--- src/rtl/risc16_decode_issue.sv ---
// RiSC-16 decode/operand-issue stage: register file, pending-write scoreboard, registered ALU operands.
// Optional define RISC16_WB_BYPASS_EN forwards same-cycle writeback data into operand reads.
module risc16_decode_issue #(
    parameter int NREGS = 8,
    parameter int XLEN  = 16
) (
    input  logic            clk,
    input  logic            rst,
    input  logic            in_valid,
    output logic            in_ready,
    input  logic [15:0]     in_instr,
    input  logic [XLEN-1:0] in_pc,
    input  logic            flush,
    output logic            out_valid,
    input  logic            out_ready,
    output logic [XLEN-1:0] alu_src1,
    output logic [XLEN-1:0] alu_src2,
    output logic            ADD,
    output logic            NAND,
    output logic            PASS1,
    output logic            EQ,
    output logic [2:0]      out_dest,
    output logic            out_we,
    output logic            out_mem_rd,
    output logic            out_mem_wr,
    output logic            out_br,
    output logic [XLEN-1:0] out_store_data,
    output logic [XLEN-1:0] out_imm,
    output logic [XLEN-1:0] out_pc,
    input  logic            wb_en,
    input  logic [2:0]      wb_addr,
    input  logic [XLEN-1:0] wb_data
);
    localparam logic [2:0] OP_ADD  = 3'd0;
    localparam logic [2:0] OP_ADDI = 3'd1;
    localparam logic [2:0] OP_NAND = 3'd2;
    localparam logic [2:0] OP_LUI  = 3'd3;
    localparam logic [2:0] OP_SW   = 3'd4;
    localparam logic [2:0] OP_LW   = 3'd5;
    localparam logic [2:0] OP_BEQ  = 3'd6;
    localparam logic [2:0] OP_JALR = 3'd7;

    typedef struct packed {
        logic [XLEN-1:0] src1;
        logic [XLEN-1:0] src2;
        logic            sel_add;
        logic            sel_nand;
        logic            sel_pass1;
        logic            sel_eq;
        logic [2:0]      dest;
        logic            we;
        logic            mem_rd;
        logic            mem_wr;
        logic            br;
        logic [XLEN-1:0] store_data;
        logic [XLEN-1:0] imm;
        logic [XLEN-1:0] pc;
    } entry_t;

    logic [XLEN-1:0]  rf_q [NREGS];
    logic [XLEN-1:0]  rf_d [NREGS];
    logic [NREGS-1:0] pending_q, pending_d;
    entry_t           ent_q, ent_d, dec;
    logic             out_valid_q, out_valid_d;

    logic [2:0]      ra, rb, rc;
    logic [XLEN-1:0] imm7_sext, rd_a, rd_b, rd_c;
    logic            byp_a, byp_b, byp_c;
    logic            use_a, use_b, use_c, writes;
    logic            hazard, accept;

    assign ra        = in_instr[12:10];
    assign rb        = in_instr[9:7];
    assign rc        = in_instr[2:0];
    assign imm7_sext = {{(XLEN-7){in_instr[6]}}, in_instr[6:0]};

`ifdef RISC16_WB_BYPASS_EN
    assign byp_a = wb_en && (wb_addr == ra) && (ra != 3'd0);
    assign byp_b = wb_en && (wb_addr == rb) && (rb != 3'd0);
    assign byp_c = wb_en && (wb_addr == rc) && (rc != 3'd0);
`else
    assign byp_a = 1'b0;
    assign byp_b = 1'b0;
    assign byp_c = 1'b0;
`endif

    // r0 never holds a write, but keep the read explicit so a bypass can never leak into it
    assign rd_a = (ra == 3'd0) ? '0 : (byp_a ? wb_data : rf_q[ra]);
    assign rd_b = (rb == 3'd0) ? '0 : (byp_b ? wb_data : rf_q[rb]);
    assign rd_c = (rc == 3'd0) ? '0 : (byp_c ? wb_data : rf_q[rc]);

    always_comb begin
        dec    = '0;
        use_a  = 1'b0;
        use_b  = 1'b0;
        use_c  = 1'b0;
        writes = 1'b0;
        dec.pc = in_pc;
        case (in_instr[15:13])
            OP_ADD: begin
                use_b = 1'b1; use_c = 1'b1; writes = 1'b1;
                dec.src1 = rd_b; dec.src2 = rd_c; dec.sel_add = 1'b1;
            end
            OP_ADDI: begin
                use_b = 1'b1; writes = 1'b1;
                dec.src1 = rd_b; dec.src2 = imm7_sext; dec.sel_add = 1'b1;
            end
            OP_NAND: begin
                use_b = 1'b1; use_c = 1'b1; writes = 1'b1;
                dec.src1 = rd_b; dec.src2 = rd_c; dec.sel_nand = 1'b1;
            end
            OP_LUI: begin
                writes = 1'b1;
                dec.src1 = {in_instr[9:0], 6'b0}; dec.sel_pass1 = 1'b1;
            end
            OP_SW: begin
                use_a = 1'b1; use_b = 1'b1;
                dec.src1 = rd_b; dec.src2 = imm7_sext; dec.sel_add = 1'b1;
                dec.store_data = rd_a; dec.mem_wr = 1'b1;
            end
            OP_LW: begin
                use_b = 1'b1; writes = 1'b1;
                dec.src1 = rd_b; dec.src2 = imm7_sext; dec.sel_add = 1'b1;
                dec.mem_rd = 1'b1;
            end
            OP_BEQ: begin
                use_a = 1'b1; use_b = 1'b1;
                dec.src1 = rd_a; dec.src2 = rd_b; dec.sel_eq = 1'b1;
                dec.br = 1'b1; dec.imm = imm7_sext;
            end
            OP_JALR: begin
                use_b = 1'b1; writes = 1'b1;
                dec.src1 = rd_b; dec.sel_pass1 = 1'b1;
            end
        endcase
        dec.dest = writes ? ra : 3'd0;
        dec.we   = writes && (ra != 3'd0);
    end

    // A source being retired this cycle only clears its hazard when it is also bypassed
    always_comb begin
        hazard = (use_a && pending_q[ra] && !byp_a) ||
                 (use_b && pending_q[rb] && !byp_b) ||
                 (use_c && pending_q[rc] && !byp_c) ||
                 (dec.we && pending_q[ra]);
    end

    assign in_ready = !rst && !flush && !hazard && (!out_valid_q || out_ready);
    assign accept   = in_valid && in_ready;

    always_comb begin
        pending_d = pending_q;
        if (flush && out_valid_q && ent_q.we) pending_d[ent_q.dest] = 1'b0;
        if (wb_en) pending_d[wb_addr] = 1'b0;
        if (accept && dec.we) pending_d[ra] = 1'b1;
        pending_d[0] = 1'b0;
    end

    always_comb begin
        rf_d = rf_q;
        if (wb_en && (wb_addr != 3'd0)) rf_d[wb_addr] = wb_data;
    end

    always_comb begin
        out_valid_d = out_valid_q;
        ent_d       = ent_q;
        if (accept) begin
            out_valid_d = 1'b1;
            ent_d       = dec;
        end else if (flush || out_ready) begin
            out_valid_d     = 1'b0;
            ent_d.sel_add   = 1'b0;
            ent_d.sel_nand  = 1'b0;
            ent_d.sel_pass1 = 1'b0;
            ent_d.sel_eq    = 1'b0;
        end
    end

    always_ff @(posedge clk or posedge rst) begin
        if (rst) begin
            out_valid_q <= 1'b0;
            ent_q       <= '0;
            pending_q   <= '0;
            for (int i = 0; i < NREGS; i++) rf_q[i] <= '0;
        end else begin
            out_valid_q <= out_valid_d;
            ent_q       <= ent_d;
            pending_q   <= pending_d;
            for (int i = 0; i < NREGS; i++) rf_q[i] <= rf_d[i];
        end
    end

    assign out_valid      = out_valid_q;
    assign alu_src1       = ent_q.src1;
    assign alu_src2       = ent_q.src2;
    assign ADD            = ent_q.sel_add;
    assign NAND           = ent_q.sel_nand;
    assign PASS1          = ent_q.sel_pass1;
    assign EQ             = ent_q.sel_eq;
    assign out_dest       = ent_q.dest;
    assign out_we         = ent_q.we;
    assign out_mem_rd     = ent_q.mem_rd;
    assign out_mem_wr     = ent_q.mem_wr;
    assign out_br         = ent_q.br;
    assign out_store_data = ent_q.store_data;
    assign out_imm        = ent_q.imm;
    assign out_pc         = ent_q.pc;
endmodule

--- config.mk ---
export PLATFORM = sky130hd
export DESIGN_NAME = risc16_decode_issue
export DESIGN_NICKNAME = d
export VERILOG_FILES = /design/src/rtl/risc16_decode_issue.sv
export SDC_FILE = /design/constraint.sdc
export NUM_CORES = 1
export LEC_CHECK = 0
export ABC_AREA = 0
export CAP_MARGIN = 0
export CORE_ASPECT_RATIO = 0.9
export CORE_UTILIZATION = 44
export CTS_BUF_LIST = sky130_fd_sc_hd__clkbuf_8
export DETAILED_ROUTE_END_ITERATION = 8
export PLACE_DENSITY_LB_ADDON = 0.15
export SLEW_MARGIN = 20
export SYNTH_ARGS = -nofsm -noshare
export SYNTH_HDL_FRONTEND = slang
export SYNTH_SLANG_ARGS = --single-unit
export TNS_END_PERCENT = 5
--- constraint.sdc ---
create_clock -name clk -period 8.43 [get_ports clk]
set_input_delay 2.529 -clock clk [delete_from_list [all_inputs] [get_ports clk]]
set_output_delay 2.529 -clock clk [all_outputs]
set_load 0.02 [all_outputs]
# After elaboration in Yosys (flattened, before gate mapping)
# Cells that the tools add are included.
dict set report totals {
  reg_bits 227
  output_inout_bits 93
  word_cells 143
}
dict set report op_classes {
  order_cmp 13
  eq_ne 7
  mux 49
  n_bitwise 9
  reduce_logical 41
}
# operator count
set op_table {}
lappend op_table {{16-bit two-way mux} 12}
lappend op_table {{16-bit binary-select mux with 3-bit select} 3}
lappend op_table {{128-bit bitwise mux} 1}
lappend op_table {{16-bit case mux with 3 select lines} 2}
lappend op_table {{16-bit demux with 3-bit select} 1}
lappend op_table {{8-bit two-way mux} 3}
lappend op_table {{3-bit by 4-bit less-than comparator with 1-bit output (second input constant)} 5}
lappend op_table {{1-bit two-way mux} 18}
lappend op_table {{1-bit logical AND} 17}
lappend op_table {{8-bit bitwise AND} 2}
lappend op_table {{4-bit greater-or-equal comparator (second input constant)} 4}
lappend op_table {{3-bit inverter with 4-bit output} 4}
lappend op_table {{8-bit inverter} 2}
lappend op_table {{3-bit equality test (second input constant)} 4}
lappend op_table {{3-bit zero test} 4}
lappend op_table {{6-bit OR reduction} 2}
lappend op_table {{1-bit binary-select mux with 3-bit select} 3}
lappend op_table {{1-bit demux with 3-bit select} 3}
lappend op_table {{3-bit by 1-bit greater-or-equal comparator with 1-bit output (second input constant)} 3}
lappend op_table {{4-bit two-way mux} 2}
lappend op_table {{8-bit OR} 1}
lappend op_table {{7-bit OR reduction} 1}
lappend op_table {{3-bit by 2-bit equality test with 1-bit output (second input constant)} 2}
lappend op_table {{3-bit nonzero test} 2}
lappend op_table {{9 further kinds} 18}

# Longest topological paths before layout
# Gate-level depths: netlist of run 1.
dict set report depth {
  depth_word 13
  depth_mapped 9
  depth_no_buf 5
}

# Least setup slack after synthesis of run 1
# Ideal clock, no wire load.
dict set report synth_timing {
  path_type {input to output}
  startpoint {input port in_instr[0]}
  endpoint {output port in_ready}
  arrival_time_ns 3.937
  required_time_ns 5.901
  slack_ns 1.964
  path_stages 7
  path_buffers 3
  path_cell_list {buf_6 buf_6 nand2_1 mux4_2 o22ai_2 clkbuf_1 nor3_1}
}
dict set report synth_via {
  elab_chain_cells 8
}
# item line
set synth_lines {}
lappend synth_lines {{from (decl)} 11} ;# input logic [15:0] in_instr,
lappend synth_lines {{1-bit binary-select mux with 3-bit select} 144} ;# (use_c && pending_q[rc] && !byp_c) ||
lappend synth_lines {{1-bit two-way mux (implied by the code)} 144}
lappend synth_lines {{1-bit logical AND} 144}
lappend synth_lines {{1-bit logical OR} 143} ;# (use_b && pending_q[rb] && !byp_b) ||
lappend synth_lines {{1-bit logical OR} 144}
lappend synth_lines {{1-bit zero test} 148} ;# assign in_ready = !rst && !flush && !hazard && (!out_valid_q || out_ready);
lappend synth_lines {{1-bit logical AND (2 in a row)} 148}
lappend synth_lines {{to (decl)} 10} ;# output logic in_ready,
# No other way between the ends. The select of a mux whose other input is x is not followed.

# Final worst setup path of run 1
dict set report layout_timing {
  startpoint {input port in_instr[12]}
  endpoint {output port in_ready}
}
dict set report layout_via {
  elab_chain_cells 9
  word_cells_on_any_way 12
  cone_classes {mux (2); reduce/logical (10)}
}
# item line
set layout_lines {}
lappend layout_lines {{1-bit binary-select mux with 3-bit select} {142, 145}}
lappend layout_lines {{1-bit two-way mux (implied by the code)} {142, 145}}
lappend layout_lines {{1-bit logical AND} 142} ;# hazard = (use_a && pending_q[ra] && !byp_a) ||
lappend layout_lines {{1-bit logical OR} 142}
lappend layout_lines {{1-bit logical OR} 143}
lappend layout_lines {{1-bit logical OR *} 144}
lappend layout_lines {{1-bit zero test *} 148}
lappend layout_lines {{1-bit logical AND * (2 in a row)} 148}
# Mark *: on every way between the ends. The rest lies on a longest branch, timed or not. The select of a mux whose other input is x is not followed.

==> out/metrics.cfg, run 1 <==
[floorplanning]
fp-row-count=56
die_h_um=157
core_area_um2=26100
die_w_um=174
initial_core_util=0.449
ios=150
dieArea_um2=27300

[setup_path]
reg2reg_setup_slack_ns=5.18
timing.rr.end=out_br
cpPeakStageDelay_ns=0.54
criticalPathCategory=in2out
end_kind=output port
cp-endpoint=in_ready
r2r_start=pending_q[5]
crit_slowest_cell=clkdlybuf4s50_1
crit_arrival_ns=4.91
reg2reg_depth=7
worstPathCellList=buf_2, buf_4, nor2b_1, a22oi_1, o221ai_1, buf_4, nor3_1, clkdlybuf4s50_1
critPathLaunchType=input pin
timing.critical_path.fanout_max=28
critPathRequiredTime_ns=5.90
crit_start=in_instr[12]
path_common_cell=buf_4

[power_and_ir_drop]
intPower_w=0.00228
power.density_nw_per_um2=242
pwr-share-seq=0.413
clkPwrFrac=0.265
p_sw_w=0.00113
p_leak_nw=6.07
ir_drop_mv=0.106
p_comb_frac=0.323
p_sw_frac=0.331
power.total_w=0.00341

[route]
avgViaCountPerCell=6.03
antenna_left=0
drt_wl_total_um=34600
wl_per_cell_um=23.5
drc=0
dr.pass1.iters=5
vias=8886
drt_iter0_markers=811

[global_route]
grt_use_total=0.257
antenna_found_initial=1
grt_overflow=0
met1_usage=0.386
gr-usage-met2=0.363
grtUsageMet3=0.0640
grt_most_used_layer=met1
grt_max_degree=146
grt_pass1_vias=8483
grt_first_pass_wirelength_um=53400

[synthesis]
synth_warnings=0
synthCells=977
synth_seq_area_share=0.431
synth_edf_count=0
syn-num-nets=1034
synthFlopType=dfrtp_1
syn_avg_cell_area_um2=12.0
synth_cell_types=44
synth-seq-cells=202
async_flop_share=1.00
synth_area_um2=11700

[job]
maxCapViolCount=0

[layout]
drive_gt1_frac=0.319
area_growth_pct=20.3
final_util=0.540
nNetsFinal=1157
final_cell_count_no_fill=1474

[timing]
maxSlewHeadroom=0.222
min_period_ns=7.44
fin_tns_setup_ns=0
finalMaxSlewViolations=0
hold_viol=0
worst_slew_pin_slew_ns=1.16
final-setup-viol-count=0
rsz0062_at_grt=false
max_freq_ghz=0.134
min_period_over_period=0.883
skew_ns=0.0232
setup_ws_ns=0.988

[cts]
tritoncts=yes
post_cts_resized=0
clk_latency_ns=0.54
cts-root-buf=clkbuf_8
cts_buffers=37
clk_pin_slew_ns=0.05
htree_levels=2
clk_path_buf_depth=3
postCtsHoldBufs=0
clock-sinks=202
post-cts-setup-buffers=0

[placement]
dp_worst_setup_slack_ns=1.03
port_buffers=149
gp_congestion=0.930
dp_cells=1409
dp_hpwl_um=23200

[run_status]
status=completed

[min_path]
hold_path.class=reg2reg

==> cell usage in the layout, fill, tap and decap left out, types with 6 or more instances in the layout <==
cell             count
nand3_1              6
clkbuf_8            47
nor2_1              42
inv_1               33
nand2_1             38
o22ai_1             10
clkdlybuf4s50_1    146
o21ai_0             19
a21oi_1             32
o41ai_1             13
a22o_1               9
mux2i_1             81
or2_2                8
and3_1              10
nor2b_1             18
mux4_2              30
a221o_1             15
buf_4               27
nor3_1               6
o41ai_2             11
a221oi_1            30
nand2b_1            10
mux2_2             222
dfrtp_1            202
o21bai_1            10
==> layer usage <==
layer  wire length (µm)  vias to the layer above  part of all wire
met5                  0                        -                 0
met4                656                        0             0.019
met3               3150                       54             0.091
met2              14400                      405              0.41
met1              16500                     4490              0.48
li1                   -                     3937                 -
==> how the worst min path moves through the flow <==
stage | start | endpoint | cells after the start
3_3_place_gp | out_pc[12] | out_pc[12] | 1
6_report | alu_src2[4] | alu_src2[4] | 1
4_1_cts | alu_src2[4] | alu_src2[4] | 1
3_5_place_dp | alu_src2[4] | alu_src2[4] | 1
5_1_grt | alu_src2[4] | alu_src2[4] | 1
2_1_floorplan | rf_q[22] | rf_q[22] | 1
==> registers in the layout, summed over array words and instances (netlist names) <==
signal / cells
ADD: 1
out_valid: 1
out_pc: 16
rf_q: 112
out_we: 1
out_dest: 3
out_imm: 7
out_mem_rd: 1
alu_src1: 16
alu_src2: 16
EQ: 1
NAND: 1
out_store_data: 16
out_mem_wr: 1
PASS1: 1
out_br: 1
pending_q: 7
==> power groups by stage <==
| stage | clock [W] | sequential, W | combinational, W |
|---|---|---|---|
| after floorplan | 0 | 0.00148 | 0.000580 |
| after global placement | 0 | 0.00141 | 0.00108 |
| after detailed placement | 0 | 0.00142 | 0.00109 |
| after CTS | 0.000926 | 0.00140 | 0.00110 |
| after global routing | 0.000975 | 0.00144 | 0.00117 |
| final | 0.000903 | 0.00141 | 0.00110 |
==> logic make-up (layout without fill, tap and decap cells) <==
| kind of cell | count (synthesis) | in the layout | share of synthesized area |
|---|---|---|---|
| AO/OA/AOI/OAI | 170 | 170 | 0.114 |
| buffers and inverters | 114 | 262 | 0.0482 |
| flip-flops | 202 | 202 | 0.431 |
| multiplexers | 333 | 333 | 0.340 |
| other | 0 | 1 | 0 |
| AND/OR/NAND/NOR | 158 | 158 | 0.0670 |
==> critical path, delay by kind of cell <==
family          cells  cell delay (ns)
buf+inv             4             1.70
simple gates        2             0.34
compound gates      2             0.31
==> through the flow <==
| step | hold slack [ns] | instance area (µm²) |
|---|---|---|
| global placement | 0.486 | 13400 |
| floorplan | 0.508 | 11700 |
| global route | 0.511 | 14100 |
| detailed placement | 0.494 | 13400 |
| finish | 0.501 | 14100 |
| CTS | 0.506 | 14100 |
==> Yosys cell counts (all sizes together), types with 5 or more instances <==
master	count	area (µm²)
nor3	7	35.0
and3	10	62.6
nand3	6	30.0
nand2b	10	62.6
or2	8	50.1
o41ai	24	293
mux2	222	2500
clkbuf	51	191
a221o	15	150
a221oi	30	263
o21bai	10	75.1
inv	21	78.8
mux2i	81	811
nor2	43	161
a22o	9	78.8
a21oi	32	160
o22ai	11	75.1
buf	41	292
o21ai	19	95.1
nor2b	19	119
dfrtp	202	5050
nand2	38	143
mux4	30	676
a31oi	5	31.3
==> cell type report <==
cell class	instances	area, µm²
repair buffers	176	1680
diodes	1	2.50
clock inverters	17	71.3
inverters	22	95.1
clock buffers	47	647
multi-input cells	661	6130
well taps	348	435
flip-flops and latches	202	5050
fillers	2277	12000
(Power assumes the default switching activity.)
==> run 2: changes to the inputs <==
- CTS_CLUSTER_SIZE: default -> 28
==> run 2 against run 1 <==
Net effect:
- power barely moved
- design area unchanged
- clock skew up 0.0058 ns
- clock power about the same
==> out/metrics.cfg, run 2 (synthesized netlist as in run 1, its figures left out) <==
[timing]
rsz0062_at_grt=false
skew_ns=0.0290  ; +0.00583 ns
fin_tns_setup_ns=0  ; unchanged
maxSlewHeadroom=0.236  ; +0.0143
finalMaxSlewViolations=0  ; unchanged
setup_ws_ns=0.980  ; -0.00761 ns
worst_slew_pin_slew_ns=1.14  ; -0.0213 ns
min_period_over_period=0.884  ; +0.000902
max_freq_ghz=0.134  ; -0.10%
min_period_ns=7.45  ; +0.00761 ns
hold_viol=0  ; unchanged
final-setup-viol-count=0  ; unchanged

[min_path]
min_from=alu_src2[4]
hold_end=alu_src2[4]
holdPathStages=1  ; unchanged
hold_path.class=reg2reg

[cts]
clk_pin_slew_ns=0.05  ; about the same
clk_path_buf_depth=3  ; unchanged
post_cts_resized=0  ; unchanged
cts-root-buf=clkbuf_8
tritoncts=yes
post-cts-setup-buffers=0  ; unchanged
postCtsHoldBufs=0  ; unchanged
cts_buffers=37  ; unchanged
clock-sinks=202  ; unchanged
htree_levels=2  ; unchanged
clk_latency_ns=0.54  ; about the same

[layout]
seqCellArea_um2=5050  ; unchanged
regMostFlops=rf_q
nNetsFinal=1157  ; unchanged
mostFrequentLayoutCells=mux2_2 (222), dfrtp_1 (202), clkdlybuf4s50_1 (146)
fill_cells=2277  ; unchanged
multi_input_area_um2=6130  ; unchanged
area_growth_pct=20.3  ; unchanged
drive_gt1_frac=0.319  ; unchanged
largest_reg_flops=112  ; unchanged
final_common_cell=mux2_2

[setup_path]
reg2reg_setup_slack_ns=5.20  ; +0.02 ns
crit_slowest_cell=clkdlybuf4s50_1
critPathRequiredTime_ns=5.90  ; about the same
cpPeakStageDelay_ns=0.54  ; about the same
crit_arrival_ns=4.92  ; about the same
worstPathCellList=buf_2, buf_4, nor2b_1, a22oi_1, o221ai_1, buf_4, nor3_1, clkdlybuf4s50_1
critPathLaunchType=input pin
critPathTopFamily=buffers and inverters
timing.critical_path.fanout_max=28  ; unchanged
r2r_start=pending_q[6]
critical_path_buf_inv_count=4  ; unchanged
timing.rr.end=out_br
reg2reg_depth=7  ; unchanged
path_common_cell=buf_4
end_kind=output port
criticalPathCategory=in2out

[global_route]
grt_use_total=0.257  ; unchanged
gr-usage-met2=0.363  ; unchanged
met1_usage=0.386  ; unchanged
grtUsageMet3=0.0640  ; unchanged
grt_max_degree=146  ; unchanged
grt_overflow=0  ; unchanged
grt_most_used_layer=met1
grt_pass1_vias=8483  ; unchanged
antenna_found_initial=1  ; unchanged
grt_first_pass_wirelength_um=53400  ; unchanged

[floorplanning]
core_area_um2=26100  ; unchanged
ios=150  ; unchanged
initial_core_util=0.449  ; unchanged
die_h_um=157  ; unchanged
fp-row-count=56  ; unchanged
dieArea_um2=27300  ; unchanged
die_w_um=174  ; unchanged

[run_status]
status=completed

[route]
vias=8915  ; +0.33%
wl_per_cell_um=23.4  ; -0.23%
drt_iter0_markers=908  ; +12%
drc=0  ; unchanged
avgViaCountPerCell=6.05  ; +0.33%
drt_wl_total_um=34600  ; -0.23%
antenna_left=0  ; unchanged
dr.pass1.iters=5  ; unchanged

[power_and_ir_drop]
p_leak_nw=6.07  ; unchanged
ir_drop_mv=0.106  ; about the same
power.density_nw_per_um2=242  ; about the same

[placement]
dp_worst_setup_slack_ns=1.03  ; unchanged
gp_congestion=0.930  ; unchanged
dp_hpwl_um=23200  ; unchanged
port_buffers=149  ; unchanged

[job]
maxCapViolCount=0  ; unchanged

==> run 2: cell counts in the layout (fill, tap and decap cells not counted) <==
No cell type changed its count.
==> run 2: power by group <==
group | switching [W] | leakage [nW] | internal [W] | total, W
Combinational | 0.000514 | 3.15 | 0.000585 | 0.00110
Clock | 0.000406 | 0.419 | 0.000498 | 0.000903
Sequential | 0.000208 | 2.50 | 0.00120 | 0.00141
==> run 2: worst max-delay path by stage <==
stage | start | cells after the start | slack, ns | end
detailed placement | in_instr[12] | 8 | 1.03 | in_ready
finish | in_instr[12] | 8 | 0.98 | in_ready
CTS | in_instr[12] | 8 | 1.04 | in_ready
global placement | in_instr[12] | 8 | 1.09 | in_ready
global route | in_instr[12] | 8 | 0.95 | in_ready
floorplan | rst | 1 | 0.39 | ADD
==> run 2: cell type report <==
| cell class | instances | area share |
|---|---|---|
| antenna | 1 | 0.000177 |
| multi-input combinational | 661 | 0.434 |
| clock buffer | 47 | 0.0458 |
| sequential | 202 | 0.358 |
| timing repair buffer | 176 | 0.119 |
| inverter | 22 | 0.00674 |
| clock inverter | 17 | 0.00505 |
| tap | 348 | 0.0309 |
==> run 2: through the flow <==
step	hold WS [ns]	instances	area (µm²)	util	power [W]
floorplan	0.508	977	11700	-	0.00206
global placement	0.486	1409	13400	0.512	0.00249
detailed placement	0.494	1409	13400	0.512	0.00251
CTS	0.506	1473	14100	0.540	0.00342
global route	0.511	1473	14100	0.540	0.00359
finish	0.501	1474	14100	0.540	0.00341
==> run 2: routing by layer <==
layer	vias up	part of all wire
met4	0	0.019
met5	-	0
met3	53	0.091
met1	4500	0.47
met2	422	0.42
li1	3940	-
==> run 3: changes to the inputs <==
- CORE_MARGIN: default -> 10
==> run 3 against run 2 <==
Net effect:
- via count is 1.2% lower
- design area is 0.54% higher
- largest power group unchanged
- highest routed layer unchanged
- critical path type unchanged
- critical endpoint unchanged
- die area is 23% higher
- core utilization is 0.29 points higher
- register-to-register slack better by 0.02 ns
==> out/metrics.cfg, run 3 (synthesized netlist as in run 1, its figures left out) <==
[run_status]
status=completed

[layout]
mostFrequentLayoutCells=mux2_2 (222), dfrtp_1 (202), clkdlybuf4s50_1 (146)
nNetsFinal=1157  ; unchanged
area_growth_pct=20.9
final_common_cell=mux2_2
drive_gt1_frac=0.318  ; -0.000849
largest_reg_flops=112  ; unchanged
regMostFlops=rf_q
fill_cells=2296  ; +0.83%

[route]
wl_per_cell_um=24.3  ; +3.8%
vias=8812  ; -1.2%
drc=0  ; unchanged
avgViaCountPerCell=5.97  ; -1.4%
drt_iter0_markers=740  ; -19%
antenna_left=0  ; unchanged
dr.pass1.iters=4  ; -1
drt_wl_total_um=35900  ; +4.0%

[power_and_ir_drop]
power.total_w=0.00349  ; +2.3%
ir_drop_mv=0.0974  ; -8.2%
p_leak_nw=6.10  ; +0.57%
power.density_nw_per_um2=246  ; +1.8%

[timing]
finalMaxSlewViolations=0  ; unchanged
max_freq_ghz=0.134  ; -0.12%
maxSlewHeadroom=0.230  ; -0.00559
worst_slew_pin_slew_ns=1.15  ; +0.0126 ns
final-setup-viol-count=0  ; unchanged
min_period_over_period=0.885  ; +0.00109
skew_ns=0.0325  ; +0.00347 ns
hold_viol=0  ; unchanged
rsz0062_at_grt=false
fin_tns_setup_ns=0  ; unchanged
min_period_ns=7.46  ; +0.00916 ns

[setup_path]
worstPathCellList=clkdlybuf4s50_1, or2_2, o22ai_2, buf_4, nor3_1, clkdlybuf4s50_1
critPathLaunchType=input pin
reg2reg_setup_slack_ns=5.22  ; +0.02 ns
criticalPathCategory=in2out
reg2reg_depth=7  ; unchanged
cp-endpoint=in_ready
timing.critical_path.fanout_max=15  ; -46%
path_common_cell=clkdlybuf4s50_1
timing.rr.end=alu_src2[5]
crit_slowest_cell=clkdlybuf4s50_1
cpPeakStageDelay_ns=0.88  ; +0.34 ns
crit_start=in_instr[15]
critPathRequiredTime_ns=5.90  ; about the same
end_kind=output port
r2r_start=pending_q[3]
crit_arrival_ns=4.93  ; about the same

[placement]
gp_congestion=0.922  ; -0.84%
port_buffers=149  ; unchanged
dp_hpwl_um=24700  ; +6.5%

[floorplanning]
ios=150  ; unchanged
core_area_um2=26100  ; unchanged
initial_core_util=0.449  ; unchanged
die_h_um=175  ; +11%
dieArea_um2=33600  ; +23%
die_w_um=192  ; +10%
fp-row-count=56  ; unchanged

[cts]
cts_buffers=37  ; unchanged
htree_levels=2  ; unchanged
clk_path_buf_depth=3  ; unchanged
tritoncts=yes
post_cts_resized=0  ; unchanged
clk_latency_ns=0.55  ; about the same
clock-sinks=202  ; unchanged
cts-root-buf=clkbuf_8
postCtsHoldBufs=0  ; unchanged
clk_pin_slew_ns=0.05  ; about the same
post-cts-setup-buffers=0  ; unchanged

[global_route]
grt_max_degree=147  ; +0.68%
grt_use_total=0.209  ; -0.0475
grt_pass1_vias=8918  ; +5.1%
grt_overflow=0  ; unchanged
grt_first_pass_wirelength_um=54800  ; +2.8%
antenna_found_initial=0  ; -1

[job]
maxCapViolCount=0  ; unchanged

[min_path]
hold_path.class=reg2reg

## run 3: critical path, delay by kind of cell
kind / cells / cell delay (ns)
buffers and inverters: 3 / 1.73
and+or+nand+nor: 2 / 0.56
AOI/OAI and AO/OA: 1 / 0.11
## run 3: layout make-up
class | count | area [µm²] | share of cell area
diodes | 1 | 2.50 | 0.000176
clock buffers | 47 | 647 | 0.0456
clock inverters | 20 | 136 | 0.00961
inverters | 22 | 95.1 | 0.00670
multi-input cells | 661 | 6130 | 0.432
flip-flops and latches | 202 | 5050 | 0.356
well taps | 348 | 435 | 0.0307
repair buffers | 176 | 1690 | 0.119
## run 3: metrics by stage
step           worst slack, ns  area, µm²  hold WS [ns]   util  std cells
2_1_floorplan            0.390      11700         0.508      -        977
3_3_place_gp              1.05      13400         0.486  0.512       1408
3_5_place_dp              1.02      13400         0.492  0.512       1409
4_1_cts                   1.02      14200         0.505  0.542       1476
5_1_grt                  0.899      14200         0.522  0.543       1476
6_report                 0.971      14200         0.502  0.543       1477
## run 3: worst min-delay path by stage
stage               slack [ns]               from  cells past startpoint                end
floorplan                 0.51           rf_q[22]                      1           rf_q[22]
global placement          0.49          out_pc[4]                      1          out_pc[4]
detailed placement        0.49          out_pc[1]                      1          out_pc[1]
CTS                       0.50          out_pc[1]                      1          out_pc[1]
global route              0.52        alu_src2[5]                      1        alu_src2[5]
finish                    0.50  out_store_data[5]                      1  out_store_data[5]
## run 3: layer usage
layer	GRT usage	share of wire	wire, µm
met1	0.308	0.47	17000
met5	0	0	0
met4	0.0523	0.017	619
met2	0.289	0.41	14600
met3	0.0661	0.10	3680
## run 3: report_power, final
group	internal, W	switching [W]	leakage (nW)	total, W
registers	0.00120	0.000207	2.50	0.00141
logic	0.000585	0.000522	3.15	0.00111
clock network	0.000561	0.000414	0.450	0.000975
total	0.00234	0.00114	6.10	0.00349
